<file path="src/rtl/ysyx_22041412_clint_pkg.sv">
// CLINT slave shared definitions: register offsets, FSM encoding, byte-merge helper.
package ysyx_22041412_clint_pkg;

  localparam logic [15:0] MSIP_OFF     = 16'h0000;
  localparam logic [15:0] MTIMECMP_OFF = 16'h4000;
  localparam logic [15:0] MTIME_OFF    = 16'hBFF8;

  typedef logic [0:0] state_t;
  localparam state_t StIdle = 1'b0;
  localparam state_t StResp = 1'b1;

  // Replace each byte of old_val whose strobe is set with the matching byte of wdata.
  function automatic logic [63:0] strb_merge(input logic [63:0] old_val,
                                             input logic [63:0] wdata,
                                             input logic [7:0]  wstrb);
    logic [63:0] res;
    res = old_val;
    for (int i = 0; i < 8; i++) begin
      if (wstrb[i]) res[8*i +: 8] = wdata[8*i +: 8];
    end
    return res;
  endfunction

endpackage

</file>
<file path="src/rtl/ysyx_22041412_clint_timer.sv">
// CLINT timer: free-running mtime, mtimecmp register and registered compare (mtip).
module ysyx_22041412_clint_timer
  import ysyx_22041412_clint_pkg::*;
#(
  parameter logic [63:0] MtimecmpRst = 64'hFFFF_FFFF_FFFF_FFFF
) (
  input  logic        clk_i,
  input  logic        rst_ni,
  input  logic        mtime_en_i,
  input  logic        mtime_we_i,
  input  logic        mtimecmp_we_i,
  input  logic [63:0] wdata_i,
  input  logic [7:0]  wstrb_i,
  output logic [63:0] mtime_o,
  output logic [63:0] mtimecmp_o,
  output logic        mtip_o
);

  logic [63:0] mtime_q, mtime_d;
  logic [63:0] mtimecmp_q, mtimecmp_d;
  logic        mtip_q;

  // Next-state: a bus write to mtime overrides the tick for that edge.
  always_comb begin
    mtime_d    = mtime_q;
    mtimecmp_d = mtimecmp_q;
    if (mtime_we_i) begin
      mtime_d = strb_merge(mtime_q, wdata_i, wstrb_i);
    end else if (mtime_en_i) begin
      mtime_d = mtime_q + 64'd1;
    end
    if (mtimecmp_we_i) begin
      mtimecmp_d = strb_merge(mtimecmp_q, wdata_i, wstrb_i);
    end
  end

  // Timer state; mtip compares current register values, so it lags by one cycle.
  always_ff @(posedge clk_i or negedge rst_ni) begin
    if (!rst_ni) begin
      mtime_q    <= 64'd0;
      mtimecmp_q <= MtimecmpRst;
      mtip_q     <= 1'b0;
    end else begin
      mtime_q    <= mtime_d;
      mtimecmp_q <= mtimecmp_d;
      mtip_q     <= (mtime_q >= mtimecmp_q);
    end
  end

  assign mtime_o    = mtime_q;
  assign mtimecmp_o = mtimecmp_q;
  assign mtip_o     = mtip_q;

endmodule

</file>
<file path="src/rtl/ysyx_22041412_clint_slave.sv">
// CLINT bus slave: one outstanding request, decode of MSIP/MTIMECMP/MTIME, registered response.
module ysyx_22041412_clint_slave #(
  parameter logic [63:0] MTIMECMP_RST = 64'hFFFF_FFFF_FFFF_FFFF
) (
  input  logic        clk,
  input  logic        rst,
  input  logic        req_valid,
  output logic        req_ready,
  input  logic        req_wen,
  input  logic [15:0] req_addr,
  input  logic [63:0] req_wdata,
  input  logic [7:0]  req_wstrb,
  output logic        rsp_valid,
  input  logic        rsp_ready,
  output logic [63:0] rsp_rdata,
  output logic        rsp_err,
  input  logic        mtime_en,
  output logic        mtip,
  output logic        msip,
  output logic [63:0] mtime_o
);
  import ysyx_22041412_clint_pkg::*;

  state_t      state_q, state_d;
  logic        msip_q, msip_d;
  logic [63:0] rsp_rdata_q;
  logic        rsp_err_q;

  logic        accept, aligned, hit_msip, hit_cmp, hit_time, addr_err, wr;
  logic [63:0] rd_val, mtime_val, mtimecmp_val;

  assign accept   = req_valid && (state_q == StIdle);
  assign aligned  = (req_addr[2:0] == 3'b000);
  assign hit_msip = aligned && (req_addr == MSIP_OFF);
  assign hit_cmp  = aligned && (req_addr == MTIMECMP_OFF);
  assign hit_time = aligned && (req_addr == MTIME_OFF);
  assign addr_err = !(hit_msip || hit_cmp || hit_time);
  assign wr       = accept && req_wen && !addr_err;

  // Read mux sees pre-edge register values, giving read-old semantics.
  always_comb begin
    rd_val = 64'd0;
    if (hit_msip)      rd_val = {63'd0, msip_q};
    else if (hit_cmp)  rd_val = mtimecmp_val;
    else if (hit_time) rd_val = mtime_val;
  end

  // Next-state for FSM and MSIP bit.
  always_comb begin
    state_d = state_q;
    msip_d  = msip_q;
    unique case (state_q)
      StIdle:  if (accept) state_d = StResp;
      default: if (rsp_ready) state_d = StIdle;
    endcase
    if (wr && hit_msip && req_wstrb[0]) msip_d = req_wdata[0];
  end

  // FSM, MSIP and response registers; response captured only on acceptance.
  always_ff @(posedge clk or negedge rst) begin
    if (!rst) begin
      state_q     <= StIdle;
      msip_q      <= 1'b0;
      rsp_rdata_q <= 64'd0;
      rsp_err_q   <= 1'b0;
    end else begin
      state_q <= state_d;
      msip_q  <= msip_d;
      if (accept) begin
        rsp_rdata_q <= (req_wen || addr_err) ? 64'd0 : rd_val;
        rsp_err_q   <= addr_err;
      end
    end
  end

  ysyx_22041412_clint_timer #(
    .MtimecmpRst(MTIMECMP_RST)
  ) u_timer (
    .clk_i        (clk),
    .rst_ni       (rst),
    .mtime_en_i   (mtime_en),
    .mtime_we_i   (wr && hit_time),
    .mtimecmp_we_i(wr && hit_cmp),
    .wdata_i      (req_wdata),
    .wstrb_i      (req_wstrb),
    .mtime_o      (mtime_val),
    .mtimecmp_o   (mtimecmp_val),
    .mtip_o       (mtip)
  );

  assign req_ready = (state_q == StIdle);
  assign rsp_valid = (state_q == StResp);
  assign rsp_rdata = rsp_rdata_q;
  assign rsp_err   = rsp_err_q;
  assign msip      = msip_q;
  assign mtime_o   = mtime_val;

endmodule

</file>
<file path="config.mk">
export PLATFORM = sky130hd
export DESIGN_NAME = ysyx_22041412_clint_slave
export DESIGN_NICKNAME = d
export VERILOG_FILES = /design/src/rtl/ysyx_22041412_clint_pkg.sv /design/src/rtl/ysyx_22041412_clint_timer.sv /design/src/rtl/ysyx_22041412_clint_slave.sv
export SDC_FILE = /design/constraint.sdc
export NUM_CORES = 1
export LEC_CHECK = 0
export ABC_AREA = 1
export CELL_PAD_IN_SITES_DETAIL_PLACEMENT = 2
export CELL_PAD_IN_SITES_GLOBAL_PLACEMENT = 2
export CORE_MARGIN = 2
export CORE_UTILIZATION = 36
export DETAILED_ROUTE_END_ITERATION = 10
export DONT_BUFFER_PORTS = 1
export PLACE_DENSITY = 0.83
export SLEW_MARGIN = 0
export SYNTH_ARGS = -nofsm -noshare
export SYNTH_HDL_FRONTEND = slang
export SYNTH_SLANG_ARGS = --single-unit
</file>
<file path="constraint.sdc">
create_clock -name clk -period 2.4 [get_ports clk]
set_input_delay 0.12 -clock clk [delete_from_list [all_inputs] [get_ports clk]]
set_output_delay 0.12 -clock clk [all_outputs]
set_load 0.005 [all_outputs]
</file>
Word level (Yosys, flattened, before mapping):

Index checks and enable logic that the tools add are counted.

* eq/ne operators: 10
* order comparisons: 1
* $add $sub $neg: 1
* reduce and logical (&&, ||, !) cells: 33
* bitwise logic cells: 1
* mux-type cells: 17

Operator list (number)
* $mux W64: 6
* $add A64 B1 Y64 const B: 1
* $ge A64 B64 Y1: 1
* $mux W8: 8
* $reduce_and A2 Y1: 16
* $eq A16 B15 Y1 const B: 1
* $eq A16 B16 Y1 const B: 1
* $logic_not A16 Y1: 1
* $ne A2 B2 Y1 const B: 8
* $logic_and A1 B1 Y1: 10
* $logic_not A3 Y1: 1
* $logic_or A1 B1 Y1: 3
* $mux W1: 3
* $reduce_bool A2 Y1: 1
* $logic_not A1 Y1: 1
* $not A1 Y1: 1

* bits in registers: 196
* output and inout bits: 133
* word-level logic and storage cells: 84

Longest topological paths before layout:

Gate-level depths: netlist (run 1).

* depth after elaboration: 8
* mapped depth: 15
* gate-level depth less buffers: 15

Modules after synthesis:

From an unflattened synthesis (run 1), not the netlist that was laid out.

* cells, all modules: 1915
* area total of the unflattened synthesis: 13355.3 µm²

By module, submodules not included
* ysyx_22041412_clint_timer: instances 1, area an instance 9332.7 µm², sequential area each 3308.2 µm², cells each 1350
* ysyx_22041412_clint_slave: instances 1, area an instance 4022.6 µm², sequential area each 1676.6 µm², cells each 565

Worst setup path before layout (run 1):

Ideal clock, no wire load.

* path type: register to register
* from: register u_timer.mtime_q[0] (netlist: u_timer.mtime_o[0])
* to: register u_timer.mtime_q[54] (netlist: u_timer.mtime_o[54])
* setup time: 127 ps
* clock period less this slack: 1800 ps
* setup slack: 600 ps
* required time: 2273 ps
* stages on the path, launching flop included: 11
* arrival time: 1673 ps
* cell sequence: dfrtp_1 ha_1 nand3_1 nor2_1 nand3_1 nor2_1 nand3_1 nand2_1 nand3_1 nand2_1 o21ai_0

* cells in the longest elaborated chain, start to end: 3

Ends and longest elaborated chain
* start: declaration: line ysyx_22041412_clint_timer.sv:19 `logic [63:0] mtime_q, mtime_d;`
* start signal: assignment: line ysyx_22041412_clint_timer.sv:44 `mtime_q <= mtime_d;`
* $add A64 B1 Y64: line ysyx_22041412_clint_timer.sv:30 `mtime_d = mtime_q + 64'd1;`
* $mux W64: line ysyx_22041412_clint_timer.sv:29 `end else if (mtime_en_i) begin`
* $mux W64: line ysyx_22041412_clint_timer.sv:27 `if (mtime_we_i) begin`

No other way between the ends. The select of a mux whose other input is x is not followed.
A chain may end at the register's enable or synchronous reset.

Worst setup path after layout (run 1):

* from: register state_q (netlist: rsp_valid)
* to: register u_timer.mtime_q[33] (netlist: u_timer.mtime_o[33])

* cells in the longest elaborated chain, start to end: 7
* elaborated cells between the ends (all ways): 9
* classes of those cells: eq/ne: 1; mux: 1; bitwise: 1; reduce/logical: 6

Ends and longest elaborated chain
* start: declaration: line ysyx_22041412_clint_slave.sv:24 `state_t state_q, state_d;`
* start signal: assignment: line ysyx_22041412_clint_slave.sv:62 `state_q <= StIdle;`
* start signal: assignment: line ysyx_22041412_clint_slave.sv:67 `state_q <= state_d;`
* $not A1 Y1 *
* via req_ready: line ysyx_22041412_clint_slave.sv:8 `output logic req_ready,`
* $logic_and A1 B1 Y1 *: line ysyx_22041412_clint_slave.sv:32 `assign accept = req_valid && (state_q == StIdle);`
* $logic_and A1 B1 Y1 * (2 in series): line ysyx_22041412_clint_slave.sv:38 `assign wr = accept && req_wen && !addr_err;`
* $logic_and A1 B1 Y1 *: line ysyx_22041412_clint_slave.sv:82 `.mtime_we_i (wr && hit_time),`
* $ne A2 B2 Y1 (no source line) / $reduce_bool A2 Y1 (equally long branches)
* $reduce_and A2 Y1 (no source line)

The timed path passes the listed nets; every way through them passes the cells marked *.

==> results of run 1 <==
-- registers in the layout, indices dropped and copies added, names as in the netlist --
| register | flops |
|---|---|
| rsp_valid | 1 |
| u_timer.mtime_o | 64 |
| u_timer.mtip_o | 1 |
| u_timer.mtimecmp_o | 64 |
| rsp_err | 1 |
| msip | 1 |
| rsp_rdata | 64 |
-- worst max-delay path: stages, from the launching register on --
cell and delay [ns]:
dfrtp_1 0.40, inv_2 0.09, nand2_2 0.07, nor2_2 0.20, inv_1 0.11, nor2_4 0.24, buf_4 0.24, nand2_1 0.14
nand2_1 0.20, inv_1 0.19, nand2_1 0.14, nand2_1 0.08
-- how the worst max path moves through the flow --
stage	startpoint	end	slack, ns	cells past startpoint
global route	u_timer.mtime_o[2]	u_timer.mtime_o[35]	-0.01	10
CTS	u_timer.mtime_o[12]	u_timer.mtime_o[53]	0.02	11
global placement	u_timer.mtime_o[12]	u_timer.mtime_o[50]	0.11	9
floorplan	u_timer.mtime_o[0]	u_timer.mtime_o[54]	0.60	10
detailed placement	u_timer.mtime_o[16]	u_timer.mtime_o[50]	0.06	9
finish	rsp_valid	u_timer.mtime_o[33]	0.17	11
-- layer usage --
| layer | vias up | part of all wire (%) | track usage (%) |
|---|---|---|---|
| li1 | 6171 | - | - |
| met1 | 6767 | 43 | 39.1 |
| met2 | 338 | 49 | 54.1 |
| met3 | 81 | 5.0 | 6.31 |
| met4 | 0 | 2.5 | 9.01 |
| met5 | - | 0 | 0 |
-- cell type report --
cell class              count  area share, %
clock buffers              28           3.38
well taps                 461           3.83
repair buffers            140           8.59
flip-flops and latches    196           33.1
inverters                 245           6.11
clock inverters             4          0.798
multi-input cells        1363           44.1
-- cells by family (layout without fill, tap and decap cells) --
| logic type | Yosys count | in the layout | share of synthesized area (%) |
|---|---|---|---|
| xor+xnor | 18 | 18 | 1.23 |
| compound gates | 266 | 266 | 11.0 |
| buf+inv | 302 | 417 | 9.52 |
| flops | 196 | 196 | 38.9 |
| fa+ha+maj | 65 | 65 | 6.34 |
| simple gates | 1014 | 1014 | 33.0 |
-- where the power goes --
part / total [mW] / switching, mW / internal, mW
sequential: 3.90 / 0.400 / 3.50
clock: 3.24 / 1.37 / 1.87
combinational: 2.02 / 1.30 / 0.721
total: 9.15 / 3.07 / 6.09
-- timing repair --
item / CTS / global route
endpoints found under the hold margin: 311 / 196
setup endpoints to repair: 0 / 10
gates resized for setup: 0 / 9
-- cells in the mapped netlist (all sizes together) --
master / instances / area [sq um]
nor2: 152 / 598
and2: 3 / 18.8
a31oi: 7 / 43.8
nand4: 27 / 169
o21a: 1 / 7.51
clkbuf: 30 / 113
nor4: 2 / 12.5
o211ai: 3 / 22.5
nand3b: 10 / 75.1
or2: 6 / 40.0
dfstp: 64 / 1680
inv: 245 / 920
buf: 27 / 189
a21o: 1 / 7.51
xnor2: 5 / 43.8
dfrtp: 132 / 3300
nand2: 628 / 2360
o21ai: 174 / 875
nor3b: 2 / 26.3
nand3: 171 / 866
a21oi: 44 / 231
o22ai: 35 / 219
o21bai: 1 / 7.51
xor2: 13 / 114
nor3: 13 / 65.1
ha: 65 / 813
==> flow_summary.ini, run 1 <==
[placed_design]
port-buffer-count = 0
placed_cells = 2330
dp_hpwl_um = 41400
pre_cts_slack_ns = 0.0602
place_congestion = 0.910
dpl-instance-area_sq_mm = 0.0136

[outcome]
status = complete, but fails checks
violations = negative hold slack

[yosys]
synth_nets = 2020
seq_area_frac_synth_pct = 38.9
avgSynthCellArea_sq_um = 6.89
ys_types = 40
yosysWarnings = 0
netlist_area_sq_mm = 0.0128
ys_seq_elements = 196
synthCells = 1861

[detailed_routing]
drt_iter0_drc = 668
vias = 13400
wl_um = 57200
avgRoutedWirePerCell_um = 23.5
first_pass_iters = 4
drc = 0
ant_nets = 0
vias_per_cell = 5.48

[layout]
stdcell_area_sq_mm = 0.0150
final_common_cell = nand2_1
regArea_sq_mm = 0.00499
n_antenna_cell = 0
final_util_pct = 42.6
layout-drive-gt1-share_pct = 9.16
nets = 2122
final_cell_mix = 624 x nand2_1, 240 x inv_1, 171 x o21ai_0
multi_input_area_sq_mm = 0.00664
fill_cells = 4180
final_cells = 2437
area_growth_pct = 17.3

[worst_setup_path]
worstSetupEndpointType = flop
arrival_ns = 2.58
worstPathMaxFanout = 8
ff2ff_path_depth = 11
required_ns = 2.75
r2r_end = u_timer.mtime_o[33]
start_kind = flop
worstSetupPathType = reg2reg
r2r_slack_ns = 0.17
r2r-start = rsp_valid

[worst_hold_path]
hold_path_class = in2async

[floorplanning]
dieArea_sq_mm = 0.0371
rows = 69
die_h_um = 193
fp.dieW_um = 193
core-area_sq_mm = 0.0353
ios = 227
start_util_pct = 36.3

[grt]
grt_pass1_vias = 15000
antenna_found_initial = 0
grt-ovfl-total = 0
grt_usage_pct = 31.2
grt_max_degree = 197
grt_pass1_wl_um = 87700

[clocking]
cts.clk_slew.worst_paths_ns = 0.08
cts_tree = done
cts.sinks = 196
cts_root_buf = clkbuf_16
cts.hold.buffers_added = 75
cts_buffers = 17
htree_levels = 4
clk_latency_ns = 0.47
clockBufferDepth = 2
post_cts_buffers = 0

[sta]
relSlewSlack_pct = 43.3
max_freq_ghz = 0.449
drv_slew = 0
fin_ws_ns = 0.171
setup_tns_ns = 0
hold_slack_ns = -0.646
period_share_pct = 92.9
min_period_ns = 2.23
hold_viol_final = 196
skew_ns = 0.0166
worst_pin_slew_ns = 0.851
setup_viol = 0

[power]
finalPower_mw = 9.15
p_leak_nw = 7.03
p_per_area_mw_per_mm2 = 608
ir_worst_vdd_mv = 0.539

[flow_run]
maxCapViolations = 0
No activity file was read; power rests on OpenSTA's default activity.
==> run 2, diff against run 1 <==
--- a/config.mk
+++ b/config.mk
@@ -5,14 +5,14 @@
 export SDC_FILE = /design/constraint.sdc
 export NUM_CORES = 1
 export LEC_CHECK = 0
-export ABC_AREA = 1
+export ABC_AREA = 0
 export CELL_PAD_IN_SITES_DETAIL_PLACEMENT = 2
 export CELL_PAD_IN_SITES_GLOBAL_PLACEMENT = 2
 export CORE_MARGIN = 2
-export CORE_UTILIZATION = 36
+export CORE_UTILIZATION = 39
 export DETAILED_ROUTE_END_ITERATION = 10
 export DONT_BUFFER_PORTS = 1
-export PLACE_DENSITY = 0.83
+export PLACE_DENSITY = 0.82
 export SLEW_MARGIN = 0
 export SYNTH_ARGS = -nofsm -noshare
 export SYNTH_HDL_FRONTEND = slang
==> flow_summary.ini, run 2 <==
[sta]
setup_viol = 18
period_share_pct = 109
grt_setup_unrepaired = yes
hold_slack_ns = -0.687
relSlewSlack_pct = 38.1
skew_ns = 0.0195
drv_slew = 0
fin_ws_ns = -0.221
max_freq_ghz = 0.382
worst_pin_slew_ns = 0.928
min_period_ns = 2.62
hold_viol_final = 197

[power]
power.internal_mw = 5.29
switching_power_mw = 2.41
ir_worst_vdd_mv = 0.554
pwr-share-comb_pct = 13.5
netSwitchingFraction_pct = 31.3
p_clk_share_pct = 41.2
p_per_area_mw_per_mm2 = 530
p_leak_nw = 5.95
power_frac_seq_pct = 45.4

[yosys]
ys_seq_elements = 196
yosys-top-cells-count = 164 x nand2_1, 132 x dfrtp_1, 95 x o21ai_0
synthFlopType = dfrtp_1
seq_area_frac_synth_pct = 43.6
synthCells = 1249
synth_largest_area_cell = dfrtp_1
avgSynthCellArea_sq_um = 9.16
yosysWarnings = 0
yosysMostFrequentCell = nand2_1
ys_types = 65
synth_edf_count = 0
synth_nets = 1408
async_flop_share_pct = 100
synth_top_area_share_pct = 28.9
netlist_area_sq_mm = 0.0114
ys_top_cells_by_area = dfrtp_1 29%, dfstp_2 15%, ha_1 7.1%

[outcome]
violations = negative hold slack, negative setup slack
status = complete, but fails checks

[layout]
final_common_cell = nand2_1
regArea_sq_mm = 0.00498
layout-drive-gt1-share_pct = 25.0
nets = 1585
fill_cells = 2929
stdcell_area_sq_mm = 0.0145
multi_input_area_sq_mm = 0.00624
area_growth_pct = 27.0
final_cell_mix = 160 x nand2_1, 132 x dfrtp_1, 123 x buf_4

[grt]
grt_pass1_vias = 13700
grt_usage_pct = 38.0
antenna_found_initial = 1
grt_max_degree = 197
grt-ovfl-total = 0
grt_pass1_wl_um = 88200

[worst_setup_path]
required_ns = 2.74
worstPathMaxFanout = 7
start_kind = flop
arrival_ns = 2.96
r2r_slack_ns = -0.22
worstSetupEndpointType = flop
worstSetupPathType = reg2reg

[floorplanning]
fp.dieW_um = 175
core-area_sq_mm = 0.0288
die_h_um = 175
dieArea_sq_mm = 0.0307
ios = 227
rows = 62
start_util_pct = 39.7

[clocking]
clk_latency_ns = 0.50
cts.clk_slew.worst_paths_ns = 0.09
cts.hold.buffers_added = 77
cts_tree = done
cts_buffers = 17
cts_root_buf = clkbuf_16
htree_levels = 4
cts.sinks = 196
clockBufferDepth = 2

[detailed_routing]
drc = 0
avgRoutedWirePerCell_um = 34.8
wl_um = 63500
vias = 12600
vias_per_cell = 6.88
ant_nets = 0
first_pass_iters = 5
drt_iter0_drc = 1225

[flow_run]
maxCapViolations = 0

[placed_design]
place_congestion = 0.902
dp_hpwl_um = 35300
port-buffer-count = 0
dpl-instance-area_sq_mm = 0.0128

[worst_hold_path]
hold_path_class = in2async
[run 2: cell count changes after synthesis, sizes merged, moves of 22 or more]
cell | before | now
inv | 245 | 87
nor2 | 152 | 74
mux2 | 0 | 61
o21ai | 174 | 98
a22oi | 0 | 65
nor3 | 13 | 48
nor4 | 2 | 24
nand2 | 628 | 164
nand3 | 171 | 48
[run 2: area by class of cell]
class,instances,area share (%)
inverters,87,2.25
clock inverters,15,1.09
flip-flops and latches,196,34.3
well taps,384,3.31
clock buffers,17,2.93
repair buffers,212,13.1
diodes,1,0.0172
multi-input cells,912,42.9
[run 2: path summary, 6_finish.rpt]
path,startpoint,endpoint,cells past startpoint
worst min-delay path,rst,msip,0
worst min register to register,u_timer.mtimecmp_o[2],u_timer.mtimecmp_o[2],2
worst max-delay path,u_timer.mtime_o[16],u_timer.mtime_o[47],7
min in group clk,req_wstrb[1],u_timer.mtime_o[10],3
max in group asynchronous,rst,rsp_rdata[27],0
worst max register to register,u_timer.mtime_o[16],u_timer.mtime_o[47],7
[run 2: logic make-up after synthesis]
logic type      after synthesis  synth area share, %
compound gates              307                 17.3
xor+xnor                      2                0.153
fa+ha+maj                    65                 7.11
buf+inv                     141                 4.87
flops                       196                 43.6
mux                          70                 6.79
simple gates                468                 20.2
[run 2: stage by stage]
step                cells  setup TNS [ns]  power, mW  setup WS (ns)  util, %
finish               1824           -1.36       7.70         -0.221     50.5
global route         1824           -1.32       7.87         -0.156     50.5
CTS                  1816         -0.0621       7.52        -0.0621     49.4
detailed placement   1706          -0.890       4.29         -0.890     44.4
global placement     1706          -0.703       4.23         -0.684     44.4
floorplan            1249               0       3.93          0.239        -
[run 2: metal layers]
| metal | track usage (%) | wire length, um |
|---|---|---|
| met1 | 45.8 | 23800 |
| met2 | 63.9 | 30100 |
| met3 | 8.48 | 5570 |
| met4 | 19.6 | 4090 |
| met5 | 0 | 0 |
[run 2: power by group through the flow]
stage	registers [mW]	clock network [mW]	logic (mW)
floorplan	3.54	0	0.388
global placement	3.52	0	0.709
detailed placement	3.53	0	0.760
CTS	3.47	3.12	0.934
global route	3.50	3.29	1.09
finish	3.49	3.17	1.04
[run 2: what timing repair did]
action,CTS,global route
setup buffers,1,7
pin swaps,3,13
endpoints found under the setup margin,16,59
gates resized for setup,13,48
endpoints found under the hold margin,327,196
[run 2: critical path, stage by stage (launching register included)]
cell,delay [ns]
dfrtp_1,0.42
nand4_2,0.23
nor3_4,0.37
nand2_1,0.24
buf_4,0.24
or3_1,0.34
nor4_1,0.46
nor2_1,0.16
